<file path="config.mk">
export PLATFORM = sky130hd
export DESIGN_NAME = dmem_access_ctrl
export DESIGN_NICKNAME = d
export VERILOG_FILES = /design/src/rtl/dmem_pkg.sv /design/src/rtl/rr_arb2.sv /design/src/rtl/dmem_access_ctrl.sv
export SDC_FILE = /design/constraint.sdc
export NUM_CORES = 1
export LEC_CHECK = 0
export ABC_AREA = 1
export CORE_ASPECT_RATIO = 0.8
export CORE_MARGIN = 3
export CORE_UTILIZATION = 36
export CTS_BUF_LIST = sky130_fd_sc_hd__clkbuf_4
export CTS_CLUSTER_SIZE = 14
export DETAILED_ROUTE_END_ITERATION = 10
export PLACE_DENSITY = 0.77
export SLEW_MARGIN = 20
export SYNTH_ARGS = -nofsm -noshare
export SYNTH_HDL_FRONTEND = slang
export SYNTH_HIERARCHICAL = 1
export SYNTH_SLANG_ARGS = --single-unit
export TNS_END_PERCENT = 1
</file>
<file path="constraint.sdc">
create_clock -name clk -period 6.2 [get_ports clk]
set_input_delay 0.93 -clock clk [delete_from_list [all_inputs] [get_ports clk]]
set_output_delay 0.93 -clock clk [all_outputs]
set_load 0.01 [all_outputs]
</file>
<file path="src/rtl/dmem_pkg.sv">
// Shared types for the data-memory access sequencer.
//
// Contents:
//   dm_ctrl_e  - access-size/sign codes understood by data_memory
//   state_e    - sequencer states
//   dm_size()  - byte count of an access code, 0 for an unsupported code
package dmem_pkg;

  typedef enum logic [2:0] {
    DM_B  = 3'b000,
    DM_H  = 3'b001,
    DM_W  = 3'b010,
    DM_BU = 3'b100,
    DM_HU = 3'b101
  } dm_ctrl_e;

  typedef enum logic [2:0] {
    IDLE,
    SETUP,
    STROBE,
    RELEASE,
    CAPTURE,
    ERROR
  } state_e;

  // A size of 0 doubles as the "illegal control code" flag, so callers
  // only need one lookup to both size and validate an access.
  function automatic logic [2:0] dm_size(input dm_ctrl_e ctrl);
    case (ctrl)
      DM_B, DM_BU: dm_size = 3'd1;
      DM_H, DM_HU: dm_size = 3'd2;
      DM_W:        dm_size = 3'd4;
      default:     dm_size = 3'd0;
    endcase
  endfunction

endpackage

</file>
<file path="src/rtl/rr_arb2.sv">
// Two-way round-robin arbiter.
//
// Ports:
//   clk      in   rising-edge clock
//   rst      in   synchronous active-high reset, pointer returns to RR_INIT
//   req      in   [1:0] request lines (bit 0 = cpu, bit 1 = loader)
//   advance  in   pulsed by the owner when the current grant is accepted
//   grant    out  [1:0] one-hot grant, combinational from req and pointer
module rr_arb2 #(
  parameter bit RR_INIT = 1'b0
) (
  input  logic       clk,
  input  logic       rst,
  input  logic [1:0] req,
  input  logic       advance,
  output logic [1:0] grant
);

  logic r_ptr;

  // A lone requester always wins; the pointer only settles ties.
  always_comb begin
    grant = req;
    if (req == 2'b11) begin
      grant = r_ptr ? 2'b10 : 2'b01;
    end
  end

  // After a tie is resolved the pointer hands the next tie to the loser,
  // which is what keeps either side from being starved.
  always_ff @(posedge clk) begin
    if (rst) begin
      r_ptr <= RR_INIT;
    end else if (advance && (req == 2'b11)) begin
      r_ptr <= ~r_ptr;
    end
  end

endmodule

</file>
<file path="src/rtl/dmem_access_ctrl.sv">
// Sequencer/arbiter sharing the single data_memory port between the pipeline
// MEM stage (cpu_*) and the program/debug loader (ldr_*). Each granted access
// is validated, then driven onto the memory bus with a one-cycle dm_dmWr pulse
// for stores or a capture cycle for loads.
//
// Ports:
//   clk, rst                       clock and synchronous active-high reset
//   cpu_req/we/addr/wdata/ctrl     MEM-stage request, held until cpu_ready
//   cpu_rdata/ready/err            one-cycle completion with load data / reject flag
//   ldr_*                          same as cpu_* for the loader
//   dm_address/dataWr/dmCtrl/dmWr  bus towards data_memory
//   dm_dataRd                      combinational read data from data_memory
module dmem_access_ctrl
  import dmem_pkg::*;
#(
  parameter int unsigned MEM_BYTES = 256,
  parameter bit          RR_INIT   = 1'b0
) (
  input  logic        clk,
  input  logic        rst,
  input  logic        cpu_req,
  input  logic        cpu_we,
  input  logic [31:0] cpu_addr,
  input  logic [31:0] cpu_wdata,
  input  logic [2:0]  cpu_ctrl,
  output logic [31:0] cpu_rdata,
  output logic        cpu_ready,
  output logic        cpu_err,
  input  logic        ldr_req,
  input  logic        ldr_we,
  input  logic [31:0] ldr_addr,
  input  logic [31:0] ldr_wdata,
  input  logic [2:0]  ldr_ctrl,
  output logic [31:0] ldr_rdata,
  output logic        ldr_ready,
  output logic        ldr_err,
  output logic [31:0] dm_address,
  output logic [31:0] dm_dataWr,
  output logic [2:0]  dm_dmCtrl,
  output logic        dm_dmWr,
  input  logic [31:0] dm_dataRd
);

  state_e      r_state;
  state_e      w_next;
  logic        r_side;
  logic        r_we;
  logic [31:0] r_addr;
  logic [31:0] r_wdata;
  logic [2:0]  r_ctrl;
  logic        r_dmWr;

  logic [1:0]  w_req;
  logic [1:0]  w_grant;
  logic        w_granted;
  logic        w_advance;
  logic        w_winSide;
  logic        w_winWe;
  logic [31:0] w_winAddr;
  logic [31:0] w_winWdata;
  logic [2:0]  w_winCtrl;
  logic [2:0]  w_size;
  logic [32:0] w_lastByte;
  logic        w_winBad;
  logic        w_busActive;
  logic        w_done;
  logic        w_err;
  logic [31:0] w_rdata;

  assign w_req = {ldr_req, cpu_req};

  rr_arb2 #(
    .RR_INIT (RR_INIT)
  ) u_arb (
    .clk     (clk),
    .rst     (rst),
    .req     (w_req),
    .advance (w_advance),
    .grant   (w_grant)
  );

  assign w_granted  = |w_grant;
  assign w_winSide  = w_grant[1];
  assign w_winWe    = w_winSide ? ldr_we    : cpu_we;
  assign w_winAddr  = w_winSide ? ldr_addr  : cpu_addr;
  assign w_winWdata = w_winSide ? ldr_wdata : cpu_wdata;
  assign w_winCtrl  = w_winSide ? ldr_ctrl  : cpu_ctrl;
  assign w_size     = dm_size(dm_ctrl_e'(w_winCtrl));

  // Validation of the winning request. The end address is formed in 33 bits
  // so an access near 0xFFFFFFFF cannot wrap around and look in range.
  always_comb begin
    w_lastByte = {1'b0, w_winAddr} + {30'd0, w_size} - 33'd1;
    w_winBad   = 1'b0;
    if (w_size == 3'd0) begin
      w_winBad = 1'b1;
    end else if ((w_size == 3'd2) && w_winAddr[0]) begin
      w_winBad = 1'b1;
    end else if ((w_size == 3'd4) && (w_winAddr[1:0] != 2'b00)) begin
      w_winBad = 1'b1;
    end else if (w_lastByte >= 33'(MEM_BYTES)) begin
      w_winBad = 1'b1;
    end
  end

  // Next-state logic. Arbitration only happens in IDLE, so a new request is
  // never accepted in the same cycle that a completion is signalled.
  always_comb begin
    w_next    = r_state;
    w_advance = 1'b0;
    case (r_state)
      IDLE: begin
        if (w_granted) begin
          w_advance = 1'b1;
          w_next    = w_winBad ? ERROR : SETUP;
        end
      end
      SETUP:   w_next = r_we ? STROBE : CAPTURE;
      STROBE:  w_next = RELEASE;
      RELEASE: w_next = IDLE;
      CAPTURE: w_next = IDLE;
      ERROR:   w_next = IDLE;
      default: w_next = IDLE;
    endcase
  end

  // State, payload latch and the write strobe. dm_dmWr comes straight from a
  // flop so memory sees a glitch-free edge, and reset clears it in the same
  // edge that returns the state to IDLE.
  always_ff @(posedge clk) begin
    if (rst) begin
      r_state <= IDLE;
      r_dmWr  <= 1'b0;
      r_side  <= 1'b0;
      r_we    <= 1'b0;
      r_addr  <= 32'd0;
      r_wdata <= 32'd0;
      r_ctrl  <= 3'd0;
    end else begin
      r_state <= w_next;
      r_dmWr  <= (w_next == STROBE);
      if ((r_state == IDLE) && w_granted) begin
        r_side  <= w_winSide;
        r_we    <= w_winWe;
        r_addr  <= w_winAddr;
        r_wdata <= w_winWdata;
        r_ctrl  <= w_winCtrl;
      end
    end
  end

  // Bus and completion outputs decode from the registered state only;
  // a rejected access never reaches the bus.
  always_comb begin
    w_busActive = (r_state == SETUP) || (r_state == STROBE) ||
                  (r_state == RELEASE) || (r_state == CAPTURE);
    w_done      = (r_state == RELEASE) || (r_state == CAPTURE) ||
                  (r_state == ERROR);
    w_err       = (r_state == ERROR);
    w_rdata     = (r_state == CAPTURE) ? dm_dataRd : 32'd0;
  end

  assign dm_address = w_busActive ? r_addr  : 32'd0;
  assign dm_dataWr  = w_busActive ? r_wdata : 32'd0;
  assign dm_dmCtrl  = w_busActive ? r_ctrl  : 3'd0;
  assign dm_dmWr    = r_dmWr;

  assign cpu_ready = w_done & ~r_side;
  assign cpu_err   = w_err  & ~r_side;
  assign cpu_rdata = r_side ? 32'd0 : w_rdata;
  assign ldr_ready = w_done & r_side;
  assign ldr_err   = w_err  & r_side;
  assign ldr_rdata = r_side ? w_rdata : 32'd0;

endmodule
</file>
==> results.ini <==
[clocking]
cts.sinks=74
post_cts_resized=0
cts-root-buf=clkbuf_4
cts_tree=done
post_cts_buffers=0
path_clk_slew_ns=0.16
cts_max_level=3
cts_hold_buf=0
numCtsBuffers=9
clockBufferDepth=2
insertion_delay_ns=0.48

[layout]
layout_common_cells=nand2_1 (316), clkdlybuf4s50_1 (307), inv_1 (245)
drive_gt1_frac=0.0550
final_common_cell=nand2_1
seq_area_um2=1480
fill_cells=1889
area_growth_pct=48.6
multi_input_area_um2=4310
nets=1729
final_util=0.557

[critical_path]
start_kind=input port
endpoint_kind=flip-flop
arrival_ns=4.88
crit_fanout=71
path_class=in -> reg
worstPathRequired_ns=6.58

[routing]
wirelength_mm=27.2
antenna_left=0
drc=0
viasPerCell=4.81
vias=8571
first_pass_iters=7
initialDrtViolationCount=592
wl_per_cell_um=15.3

[sta]
slew_headroom=0.270
hold_slack_ns=0.466
fin_worst_skew_ns=0.0271
period_share=0.726
fin_crit_ns=4.50
final_hold_viol_count=0
finalMaxSlewViolations=0
timing.final.setup_violations=0
layout_setup_ws_ns=1.70
rsz0062_at_grt=false
tns_ns=0
worstMarginPinSlew_ns=1.09
fmax_mhz=222

[power]
leakage_nw=4.79
clkPwrFrac=0.169
intPower_mw=1.15
p_sw_mw=0.937
p_per_area_nw_per_um2=202
seq_power_share=0.280
comb_power_share=0.551
sw_frac_of_total=0.448
irDropWorstVdd_v=0.000119

[synth]
synth_area_leaders=dfxtp_1 (21%), nand2_1 (17%), inv_1 (13%), nor2_1 (7.1%), o21ai_0 (6.9%)
synth_top_area_frac=0.213
synth_top_area_cell=dfxtp_1
ys_ff_latch=74
synthesis.nets=1463
ys_seq_area_frac=0.213
yosys_warnings=6
avgSynthCellArea_um2=5.54
synthCells=1256
synth.cell_area_um2=6950
ys_types=37

[grt]
antenna_found_initial=1
grt_pass1_wl_mm=42.0
grt-ovfl-total=0
grt_pass1_vias=8084
met3_usage=0.0749
grt_use_met2=0.440
grtUsageMet1=0.307
grt_max_degree=104
grt.busiest_layer=met2
grtUsageTotal=0.250

[placement]
port_buffers=307
dpl.hpwl_mm=21.5
dp_worst_setup_slack_ns=1.17
place.gp.congestion=0.948

[floorplan]
core-area_um2=18600
num_io_pins=308
die_w_um=161
start_util=0.375
die_area_um2=21000
fp.dieH_um=130
rows=44

[job]
cap_violations=0

[hold_path]
hp-class=reg -> reg

[status]
status=completed

-- power by group through the flow --
stage / clock, mW / combinational (mW) / sequential, mW
after floorplan: 0 / 0.695 / 0.586
after global placement: 0 / 1.13 / 0.593
after detailed placement: 0 / 1.14 / 0.595
after CTS: 0.361 / 1.15 / 0.585
after global routing: 0.381 / 1.29 / 0.595
final: 0.353 / 1.15 / 0.586
-- registers in the layout, indices dropped and copies added, names as in the netlist --
register / cells
r_state: 3
r_ctrl: 3
r_addr: 32
r_wdata: 32
dm_dmWr: 1
r_side: 1
r_we: 1
u_arb/r_ptr: 1
-- routing by layer --
layer	routed length (µm)	part of all wire
met1	11600	0.43
met2	13200	0.49
met3	1950	0.072
met4	397	0.015
met5	13	0.00048
-- cell usage after synthesis, drive strengths merged --
cell type	number
a21boi	1
a21o	1
a21oi	66
a31oi	33
and2	3
buf	11
clkbuf	46
clkinv	4
dfxtp	74
fa	1
ha	34
inv	251
mux2i	1
nand2	326
nand3	44
nand3b	5
nand4	8
nor2	138
nor3	69
o21ai	103
o21bai	4
or2	31
xnor2	1
xor2	1
-- worst paths after layout --
path | start | endpoint | slack (ns) | depth (start not counted)
max | ldr_req | r_state[2]$_SDFF_PP0_ | 1.70 | 28
min | r_addr[12]$_SDFFE_PP0P_ | r_addr[12]$_SDFFE_PP0P_ | 0.47 | 2
max reg2reg | u_arb/r_ptr$_SDFFE_PP0P_ | r_state[2]$_SDFF_PP0_ | 2.29 | 28
min reg2reg | r_addr[12]$_SDFFE_PP0P_ | r_addr[12]$_SDFFE_PP0P_ | 0.47 | 2
-- final cells by class --
class,count,area share
inverter,255,0.0930
multi-input combinational,870,0.417
antenna,1,0.000242
clock inverter,7,0.00811
tap,253,0.0306
timing repair buffer,312,0.301
sequential,74,0.143
clock buffer,9,0.00654
-- critical path: stages --
cell and delay, ns:
clkdlybuf4s50_1 0.51, a21boi_4 0.23, buf_4 0.62, nand2_1 0.10, nand2_1 0.17, inv_1 0.07, nand2_1 0.07, ha_1 0.22
inv_1 0.06, ha_1 0.22, inv_1 0.07, fa_1 0.36, inv_1 0.09, nand2_1 0.05, nand2_1 0.08, nand3_2 0.08
nand2_2 0.10, nand2_1 0.07, nand2_1 0.09, nand2_1 0.05, nand2_1 0.05, nand2_1 0.04, nor2_1 0.08, nand3_1 0.09
nor3_1 0.14, nand2_1 0.09, nand2_1 0.06, a21oi_1 0.07
-- metrics by stage --
step                      power [mW]  area [µm²]  std cells
after floorplan                 1.28        6950       1256
after global placement          1.73       10200       1764
after detailed placement        1.74       10200       1764
after CTS                       2.10       10300       1780
after global routing            2.27       10300       1780
final                           2.09       10300       1781
-- kinds of logic after synthesis --
group | synth area share
AOI/OAI and AO/OA | 0.159
xor gates and xnor gates | 0.00252
adders and majority gates | 0.0641
buffers and inverters | 0.173
DFF | 0.213
muxes | 0.00144
and+or+nand+nor | 0.386
Note: power is estimated with default switching activity, not from simulation.
